==> config.mk <==
export PLATFORM = sky130hd
export DESIGN_NAME = rgb_timing_monitor
export DESIGN_NICKNAME = d
export VERILOG_FILES = /design/src/rtl/rgb_timing_monitor.sv
export SDC_FILE = /design/constraint.sdc
export NUM_CORES = 1
export LEC_CHECK = 0
export BUFFER_PORTS_ARGS = -buffer_cell sky130_fd_sc_hd__clkbuf_2
export CORE_MARGIN = 5
export CORE_UTILIZATION = 61
export DETAILED_ROUTE_END_ITERATION = 6
export GPL_TIMING_DRIVEN = 0
export HOLD_SLACK_MARGIN = 0.08
export PLACE_DENSITY = 0.85
export SLEW_MARGIN = 20
export SYNTH_ARGS = -nofsm -noshare
export SYNTH_HDL_FRONTEND = slang
export SYNTH_SLANG_ARGS = --single-unit
==> constraint.sdc <==
create_clock -name pclk -period 5.37 [get_ports pclk]
set_input_delay 1.3425 -clock pclk [delete_from_list [all_inputs] [get_ports pclk]]
set_output_delay 1.3425 -clock pclk [all_outputs]
set_load 0.01 [all_outputs]
==> src/rtl/rgb_timing_monitor.sv <==
// rgb_timing_monitor
// ------------------
// Passive bring-up monitor on the RGB bus between the LCD timing driver and
// the SSD2828 bridge. It measures the geometry of every frame, checks it
// against the expected active size, and raises sticky error flags. It never
// drives the bus.
//
// Optional feature macro: RGB_MON_SUM_EN adds a per-frame pixel sum
// accumulator and the frame_sum output.
//
// Parameters:
//   EXP_H_ACTIVE     expected den-high pixels per active line
//   EXP_V_ACTIVE     expected active lines per frame
//   SYNC_ACTIVE_LOW  1: hs/vs asserted low, 0: asserted high
//
// Ports:
//   pclk, rst_n      pixel clock, asynchronous active-low reset
//   hs, vs, den, rgb monitored bus (rgb used only with RGB_MON_SUM_EN)
//   clr_err          synchronous clear of the sticky error flags
//   meas_h_active    den run length of the last active line of the last frame
//   meas_v_active    active-line count of the last frame
//   meas_h_total     pclk cycles between the last two hs assertions
//   meas_v_total     hs assertions in the last frame
//   frame_cnt        completed frames (wrapping)
//   meas_valid       set once a complete frame has been measured
//   frame_tick       one-cycle pulse when the frame measurements update
//   err_geom         sticky: a frame mismatched the expected active size
//   err_den_gap      sticky: den rose more than once within one line
//   frame_sum        per-frame sum of {8'h00, rgb} over den-high cycles
//                    (RGB_MON_SUM_EN only)
//
// Valid/ready: none. The block is a pure observer; frame_tick is a
// qualifier pulse with no back-pressure.
module rgb_timing_monitor #(
  parameter int EXP_H_ACTIVE    = 750,
  parameter int EXP_V_ACTIVE    = 1334,
  parameter bit SYNC_ACTIVE_LOW = 1'b1
) (
  input  logic        pclk,
  input  logic        rst_n,
  input  logic        hs,
  input  logic        vs,
  input  logic        den,
  input  logic [23:0] rgb,
  input  logic        clr_err,
  output logic [11:0] meas_h_active,
  output logic [11:0] meas_v_active,
  output logic [11:0] meas_h_total,
  output logic [11:0] meas_v_total,
  output logic [15:0] frame_cnt,
  output logic        meas_valid,
  output logic        frame_tick,
  output logic        err_geom,
  output logic        err_den_gap
`ifdef RGB_MON_SUM_EN
  ,
  output logic [31:0] frame_sum
`endif
);

  localparam logic [11:0] EXP_H = 12'(EXP_H_ACTIVE);
  localparam logic [11:0] EXP_V = 12'(EXP_V_ACTIVE);

  typedef enum logic [1:0] {
    WAIT_VS = 2'd0,
    FIRST   = 2'd1,
    RUN     = 2'd2
  } state_t;

  state_t state, state_nxt;

  function automatic logic [11:0] sat_inc(input logic [11:0] v);
    return (v == 12'hFFF) ? v : v + 12'd1;
  endfunction

  // Syncs normalised to active-high before the first register.
  logic hs_n, vs_n;
  assign hs_n = SYNC_ACTIVE_LOW ? ~hs : hs;
  assign vs_n = SYNC_ACTIVE_LOW ? ~vs : vs;

  logic hs_s1, vs_s1, den_s1;
  logic hs_s2, vs_s2, den_s2;
  // Registered edge pulses; they line up in time with den_s2.
  logic line_start, frame_start, den_rise;

  logic [11:0] h_cnt, den_cnt, last_h_act, line_act, line_tot;
  logic [1:0]  den_rises;

  logic [11:0] line_act_upd, last_h_act_upd, line_tot_upd;
  logic        line_is_act, capture, geom_bad, gap_bad;

  // Line capture is folded into these values first, so a line start that
  // coincides with a frame start still counts in the frame being closed.
  always_comb begin
    line_is_act    = line_start && (den_cnt != 12'd0);
    line_act_upd   = line_is_act ? sat_inc(line_act) : line_act;
    last_h_act_upd = line_is_act ? den_cnt : last_h_act;
    line_tot_upd   = line_start ? sat_inc(line_tot) : line_tot;
    capture        = frame_start && (state != WAIT_VS);
    geom_bad       = (last_h_act_upd != EXP_H) || (line_act_upd != EXP_V);
    gap_bad        = line_start && (den_rises > 2'd1);
  end

  // The first frame start after reset only arms the monitor: the partial
  // frame before it is discarded.
  always_comb begin
    state_nxt = state;
    case (state)
      WAIT_VS: if (frame_start) state_nxt = FIRST;
      FIRST:   if (frame_start) state_nxt = RUN;
      RUN:     state_nxt = RUN;
      default: state_nxt = WAIT_VS;
    endcase
  end

  always_ff @(posedge pclk or negedge rst_n) begin
    if (!rst_n) begin
      state <= WAIT_VS;
    end else begin
      state <= state_nxt;
    end
  end

  always_ff @(posedge pclk or negedge rst_n) begin
    if (!rst_n) begin
      hs_s1       <= 1'b0;
      vs_s1       <= 1'b0;
      den_s1      <= 1'b0;
      hs_s2       <= 1'b0;
      vs_s2       <= 1'b0;
      den_s2      <= 1'b0;
      line_start  <= 1'b0;
      frame_start <= 1'b0;
      den_rise    <= 1'b0;
    end else begin
      hs_s1       <= hs_n;
      vs_s1       <= vs_n;
      den_s1      <= den;
      hs_s2       <= hs_s1;
      vs_s2       <= vs_s1;
      den_s2      <= den_s1;
      line_start  <= hs_s1 & ~hs_s2;
      frame_start <= vs_s1 & ~vs_s2;
      den_rise    <= den_s1 & ~den_s2;
    end
  end

  always_ff @(posedge pclk or negedge rst_n) begin
    if (!rst_n) begin
      h_cnt         <= 12'd0;
      den_cnt       <= 12'd0;
      den_rises     <= 2'd0;
      last_h_act    <= 12'd0;
      line_act      <= 12'd0;
      line_tot      <= 12'd0;
      meas_h_active <= 12'd0;
      meas_v_active <= 12'd0;
      meas_h_total  <= 12'd0;
      meas_v_total  <= 12'd0;
      frame_cnt     <= 16'd0;
      meas_valid    <= 1'b0;
      frame_tick    <= 1'b0;
      err_geom      <= 1'b0;
      err_den_gap   <= 1'b0;
    end else begin
      // The line-start cycle itself is the first cycle of the new line, so
      // the counters restart at that cycle's contribution, not at zero.
      if (line_start) begin
        meas_h_total <= h_cnt;
        h_cnt        <= 12'd1;
        den_cnt      <= {11'd0, den_s2};
        den_rises    <= {1'b0, den_rise};
      end else begin
        h_cnt <= sat_inc(h_cnt);
        if (den_s2) den_cnt <= sat_inc(den_cnt);
        if (den_rise && (den_rises != 2'd3)) den_rises <= den_rises + 2'd1;
      end

      last_h_act <= last_h_act_upd;
      line_act   <= frame_start ? 12'd0 : line_act_upd;
      line_tot   <= frame_start ? 12'd0 : line_tot_upd;

      frame_tick <= capture;
      if (capture) begin
        meas_h_active <= last_h_act_upd;
        meas_v_active <= line_act_upd;
        meas_v_total  <= line_tot_upd;
        frame_cnt     <= frame_cnt + 16'd1;
        meas_valid    <= 1'b1;
      end

      // Clear wins over a same-cycle error, which is then lost.
      if (clr_err)                    err_geom <= 1'b0;
      else if (capture && geom_bad)   err_geom <= 1'b1;

      if (clr_err)                    err_den_gap <= 1'b0;
      else if (gap_bad)               err_den_gap <= 1'b1;
    end
  end

`ifdef RGB_MON_SUM_EN
  logic [23:0] rgb_s1, rgb_s2;
  logic [31:0] pix_acc;

  // The frame-start cycle belongs to the new frame, so the closing sum is
  // the accumulator value before this cycle's pixel.
  always_ff @(posedge pclk or negedge rst_n) begin
    if (!rst_n) begin
      rgb_s1    <= 24'd0;
      rgb_s2    <= 24'd0;
      pix_acc   <= 32'd0;
      frame_sum <= 32'd0;
    end else begin
      rgb_s1 <= rgb;
      rgb_s2 <= rgb_s1;
      if (frame_start) pix_acc <= den_s2 ? {8'h00, rgb_s2} : 32'd0;
      else if (den_s2) pix_acc <= pix_acc + {8'h00, rgb_s2};
      if (capture) frame_sum <= pix_acc;
    end
  end
`else
  logic unused_rgb;
  assign unused_rgb = ^rgb;
`endif

endmodule

==> flow_metrics.py, run 1 <==
metrics = {
    "outcome": {
        "status": "finished clean",
    },
    "clock_tree": {
        "cts.sinks": 141,
        "cts-root-buf": "clkbuf_8",
        "cts_buffer_depth": 2,
        "clock_latency_ns": 0.53,
        "post-cts-setup-buffer-count": 0,
        "cts_inserted_buffers": 17,
        "cts_max_level": 4,
        "clk_pin_slew_worst_paths_ns": 0.06,
        "holdBufCountCts": 0,
        "post_cts_resized": 0,
        "cts_tree": "done",
    },
    "logic_synthesis": {
        "synth_top_cell_area_share": 0.579,
        "syn_nets": 621,
        "yosysWarnings": 0,
        "synth_top_family_by_area": "simple AND/OR/NAND/NOR gates",
        "synth_top_area_cell": "dfrtp_1",
        "synthCells": 582,
        "synthTopCellsByArea": "dfrtp_1 (58%), nand2_1 (5.7%), nor2_1 (4.1%), xnor2_1 (3.7%), o21ai_0 (3.3%)",
        "postSynthAreaPerCell_sq_um": 10.5,
        "ys_ff_latch": 141,
        "synth_xor_area_frac": 0.0676,
        "yosysSeqAreaShare": 0.579,
        "synthMuxAreaShare": 0.0357,
        "synth_adder_area_share": 0.0185,
        "syn-cell-area_sq_um": 6090,
        "synth-compound-area-share": 0.0744,
        "ys_types": 48,
        "synth_simple_gate_area_frac": 0.199,
        "synthFlopType": "dfrtp_1",
        "async_flop_share": 1.00,
        "synth_edf_count": 0,
    },
    "timing": {
        "hold_violations": 0,
        "grt_setup_unrepaired": "no",
        "holdWs_ns": 0.372,
        "fin_setup_tns_ns": 0,
        "slew_headroom": 0.404,
        "min_period_ns": 2.67,
        "fmax_mhz": 375,
        "setup_violations": 0,
        "tightest_slew_ns": 0.886,
        "fin_ws_ns": 2.70,
        "finalClockSkew_ns": 0.00912,
        "drv_slew": 0,
        "period_share": 0.497,
    },
    "flow_run": {
        "maxCapViolCount": 0,
    },
    "routing": {
        "post_drt_wl_per_cell_um": 16.3,
        "drtAntennaViolNets": 0,
        "vias": 4691,
        "firstDrtPassIters": 5,
        "wl_mm": 13.4,
        "drtIter0Drc": 258,
        "vias_per_cell": 5.73,
        "drc": 0,
    },
    "layout": {
        "layout.cells.non_filler": 819,
        "final_nets": 714,
        "final_layout_size_suffix_gt1_frac": 0.185,
        "final_common_cell": "dfrtp_1",
        "n_antenna_cell": 0,
        "area_delta_synth_final_pct": 19.6,
        "fillCellCount": 662,
        "final_cell_mix": "dfrtp_1 (141), nand2_1 (93), clkbuf_2 (72)",
    },
    "floorplanning": {
        "die-area_sq_um": 12100,
        "rows": 36,
        "num_io_pins": 98,
        "core_sq_um": 9770,
        "die_h_um": 110,
        "die_x_um": 110,
        "initial_utilization": 0.623,
    },
    "grt": {
        "antenna_found_initial": 0,
        "grt_usage": 0.244,
        "grt_pass1_wl_mm": 22.6,
        "grt.overflow.total": 0,
        "grt_pass1_vias": 4777,
        "grt_max_degree": 96,
    },
    "setup_path": {
        "worstRegToRegCells": 8,
        "crit_end": "err_geom",
        "endpoint_kind": "flip-flop",
        "reg2reg_slack_ns": 2.70,
        "worstSetupPathType": "reg2reg",
        "worstPathMaxFanout": 5,
        "timing.rr.start": "den_cnt[0]",
        "worstPathArrival_ns": 3.05,
        "start_kind": "flip-flop",
        "crit_start": "den_cnt[0]",
        "r2r-end": "err_geom",
        "cp_data_required_time_ns": 5.75,
    },
    "place": {
        "dp_hpwl_mm": 8.99,
        "place_ws_ns": 2.76,
        "dp_cells": 789,
        "port_buffers": 73,
        "gp_congestion": 0.882,
    },
    "power": {
        "p_int_w": 0.00223,
        "max-vdd-ir-drop_mv": 0.260,
        "p_seq_frac": 0.432,
        "cellLeakagePower_nw": 3.48,
        "p_sw_frac": 0.268,
        "power_frac_clock": 0.408,
        "switching_power_w": 0.000815,
        "pwr_density_cell_nw_per_um2": 418,
        "p_comb_frac": 0.160,
    },
    "worst_hold_path": {
        "hold_depth": 0,
        "hold_class": "reg2reg",
    },
}
## logic make-up (layout without fill, tap and decap cells)
group / count (synthesis) / after routing
buffers and inverters: 36 / 140
adders and majority gates: 9 / 9
muxes: 20 / 20
xor gates and xnor gates: 47 / 47
DFF: 141 / 141
AOI/OAI and AO/OA: 75 / 75
and+or+nand+nor: 254 / 254
## routing by layer
metal / track usage / share of wire / vias up
li1: - / - / 2189
met1: 0.293 / 0.41 / 2326
met2: 0.419 / 0.52 / 144
met3: 0.0581 / 0.049 / 32
met4: 0.104 / 0.024 / 0
met5: 0 / 0 / -
## synthesized netlist by cell type (all sizes together) (10+ instances only)
cell type,number
dfrtp,141
nand3,21
nand4,16
xnor2,26
xor2,21
o21ai,40
a31oi,11
nand2,93
nor3,10
a21oi,11
clkbuf,16
mux2,14
nor2,67
inv,12
## state kept, by name, summed over array words and instances (netlist names), 2 cells and up
| register | count |
|---|---|
| last_h_act | 12 |
| meas_v_total | 12 |
| state | 2 |
| h_cnt | 12 |
| frame_cnt | 16 |
| meas_h_active | 12 |
| meas_v_active | 12 |
| line_tot | 12 |
| den_rises | 2 |
| line_act | 12 |
| meas_h_total | 12 |
| den_cnt | 12 |
## how the worst min path moves through the flow
stage          startpoint         end  slack [ns]
2_1_floorplan      den_s1      den_s2        0.35
3_3_place_gp       den_s1      den_s2        0.35
3_5_place_dp       den_s1      den_s2        0.36
4_1_cts            den_s1      den_s2        0.37
5_1_grt             hs_s2  line_start        0.40
6_report           den_s1      den_s2        0.37
## cell type report
class / count / area [sq um] / share of cell area
well taps: 133 / 166 / 0.0228
multi-input cells: 405 / 2410 / 0.331
repair buffers: 74 / 402 / 0.0551
flip-flops and latches: 141 / 3530 / 0.484
clock buffers: 23 / 467 / 0.0641
inverters: 12 / 45.0 / 0.00618
clock inverters: 7 / 160 / 0.0220
plain buffers: 24 / 108 / 0.0148
## through the flow
step | util | power, W | area [sq um]
4_1_cts | 0.745 | 0.00307 | 7290
3_5_place_dp | 0.681 | 0.00182 | 6660
5_1_grt | 0.745 | 0.00318 | 7290
2_1_floorplan | - | 0.00160 | 6090
6_report | 0.745 | 0.00305 | 7290
3_3_place_gp | 0.678 | 0.00179 | 6620
## power groups by stage
| stage | clock network (W) | registers (W) | logic, W |
|---|---|---|---|
| floorplan | 0 | 0.00135 | 0.000249 |
| global placement | 0 | 0.00132 | 0.000462 |
| detailed placement | 0 | 0.00133 | 0.000486 |
| CTS | 0.00126 | 0.00131 | 0.000495 |
| global route | 0.00131 | 0.00133 | 0.000544 |
| finish | 0.00124 | 0.00132 | 0.000487 |
## critical path, cell delays in order (launching register included)
cell,delay [ns]
dfrtp_1,0.42
inv_1,0.13
ha_1,0.15
or3b_2,0.49
o31a_1,0.35
nand2_1,0.13
mux2_2,0.34
nor4b_1,0.37
a31oi_1,0.14
(Power assumes the default switching activity.)
==> run 2: changes to the inputs <==
--- a/config.mk
+++ b/config.mk
@@ -7,11 +7,11 @@
 export LEC_CHECK = 0
 export BUFFER_PORTS_ARGS = -buffer_cell sky130_fd_sc_hd__clkbuf_2
 export CORE_MARGIN = 5
-export CORE_UTILIZATION = 61
+export CORE_UTILIZATION = 51
 export DETAILED_ROUTE_END_ITERATION = 6
 export GPL_TIMING_DRIVEN = 0
 export HOLD_SLACK_MARGIN = 0.08
-export PLACE_DENSITY = 0.85
+export PLACE_DENSITY = 0.76
 export SLEW_MARGIN = 20
 export SYNTH_ARGS = -nofsm -noshare
 export SYNTH_HDL_FRONTEND = slang
==> constraint.sdc (replaced) <==
create_clock -name pclk -period 2.32 [get_ports pclk]
set_input_delay 0.58 -clock pclk [delete_from_list [all_inputs] [get_ports pclk]]
set_output_delay 0.58 -clock pclk [all_outputs]
set_load 0.01 [all_outputs]
==> flow_metrics.py, run 2 (same netlist as run 1, synthesis figures left out) <==
metrics = {
    "place": {
        "port_buffers": 73,
        "gp_congestion": 0.871,
        "dp_hpwl_mm": 9.19,
        "place_ws_ns": -0.354,
    },
    "floorplanning": {
        "rows": 40,
        "die_x_um": 119,
        "die_h_um": 119,
        "core_sq_um": 11900,
        "initial_utilization": 0.514,
        "die-area_sq_um": 14200,
        "num_io_pins": 98,
    },
    "grt": {
        "grt_usage": 0.199,
        "antenna_found_initial": 0,
        "grt.overflow.total": 0,
        "grt_max_degree": 93,
        "grt_pass1_wl_mm": 23.0,
        "grt_pass1_vias": 4884,
    },
    "routing": {
        "vias": 4645,
        "drtAntennaViolNets": 0,
        "vias_per_cell": 5.50,
        "drc": 0,
        "drtIter0Drc": 336,
        "post_drt_wl_per_cell_um": 16.0,
        "firstDrtPassIters": 4,
        "wl_mm": 13.5,
    },
    "layout": {
        "final_cell_mix": "dfrtp_1 (139), nand2_1 (92), clkbuf_2 (73)",
        "final_nets": 723,
        "largest_register": "frame_cnt",
        "area_delta_synth_final_pct": 22.0,
        "n_antenna_cell": 0,
        "final_common_cell": "dfrtp_1",
        "final_layout_size_suffix_gt1_frac": 0.220,
        "largest_register_ffs": 16,
        "fillCellCount": 958,
    },
    "timing": {
        "fmax_mhz": 421,
        "hold_violations": 0,
        "min_period_ns": 2.37,
        "slew_headroom": 0.608,
        "grt_setup_unrepaired": "yes",
        "finalClockSkew_ns": 0.00533,
        "fin_ws_ns": -0.0526,
        "fin_setup_tns_ns": -0.0526,
        "period_share": 1.02,
        "tightest_slew_ns": 0.588,
        "setup_violations": 1,
        "drv_slew": 0,
    },
    "worst_hold_path": {
        "hold_class": "in2async",
    },
    "clock_tree": {
        "cts_buffer_depth": 2,
        "cts.sinks": 141,
        "cts_max_level": 4,
        "clock_latency_ns": 0.42,
        "cts_tree": "done",
        "holdBufCountCts": 0,
        "cts-root-buf": "clkbuf_16",
        "cts_inserted_buffers": 17,
        "clk_pin_slew_worst_paths_ns": 0.06,
    },
    "setup_path": {
        "endpoint_kind": "flip-flop",
        "start_kind": "flip-flop",
        "cp_data_required_time_ns": 2.62,
        "worstPathMaxFanout": 6,
        "worstSetupPathType": "reg2reg",
        "worstPathArrival_ns": 2.67,
    },
    "power": {
        "max-vdd-ir-drop_mv": 0.502,
        "cellLeakagePower_nw": 3.55,
        "pwr_density_cell_nw_per_um2": 946,
    },
    "outcome": {
        "status": "finished with violations",
        "violations": "setup timing",
    },
    "flow_run": {
        "maxCapViolCount": 0,
    },
}
==> run 2: stage by stage <==
| stage | hold slack (ns) | cells | area (sq um) | total power, W | util |
|---|---|---|---|---|---|
| after detailed placement | 0.355 | 803 | 6680 | 0.00420 | 0.563 |
| after global placement | 0.353 | 802 | 6640 | 0.00414 | 0.560 |
| after CTS | 0.118 | 838 | 7360 | 0.00707 | 0.621 |
| after global routing | 0.132 | 844 | 7430 | 0.00737 | 0.626 |
| final | 0.0996 | 844 | 7430 | 0.00703 | 0.626 |
| after floorplan | 0.284 | 582 | 6090 | 0.00371 | - |
==> run 2: layout make-up <==
type,count,area [sq um],area share
plain buffers,22,101,0.0136
clock buffers,20,457,0.0615
clock inverters,12,168,0.0226
inverters,12,45.0,0.00606
multi-input cells,405,2460,0.331
flip-flops and latches,141,3530,0.475
well taps,147,184,0.0248
repair buffers,85,484,0.0652
==> run 2: metal layers <==
metal,global-route usage,wire length [um],vias to the layer above
met2,0.343,7000,82
met5,0,0,-
li1,-,-,2208
met1,0.237,5690,2331
met4,0.0825,260,0
met3,0.0522,521,24
==> run 2: critical path: stages, from the launching register on <==
cell and delay (ns):
dfrtp_2 0.45, or4_4 0.53, o31a_1 0.40, nand2_2 0.11
mux2_4 0.33, nor4b_4 0.31, a31oi_1 0.12
==> run 2: where the power goes <==
| group | internal [W] | switching [W] | total (W) |
|---|---|---|---|
| Sequential | 0.00279 | 0.000257 | 0.00305 |
| Combinational | 0.000469 | 0.000666 | 0.00113 |
| Clock | 0.00184 | 0.00101 | 0.00285 |
| Total | 0.00510 | 0.00193 | 0.00703 |
==> run 2: path summary, 6_finish.rpt <==
check / slack [ns] / end / start / cells past startpoint
max reg2reg: -0.05 / err_geom / den_cnt[10] / 6
min reg2reg: 0.36 / vs_s2 / vs_s1 / 0
min: 0.1 / meas_h_total[8] / rst_n / 1
min in group pclk: 0.26 / den_s1 / den / 1
max in group asynchronous: 1.46 / den_cnt[10] / rst_n / 2
max: -0.05 / err_geom / den_cnt[10] / 6
==> run 2: what timing repair did <==
item / in CTS / in global routing
endpoints found under the setup margin: 11 / 23
buffers inserted: 4 / 7
resized for setup: 8 / 6
pin swaps: 1 / 7
gates cloned: 0 / 0
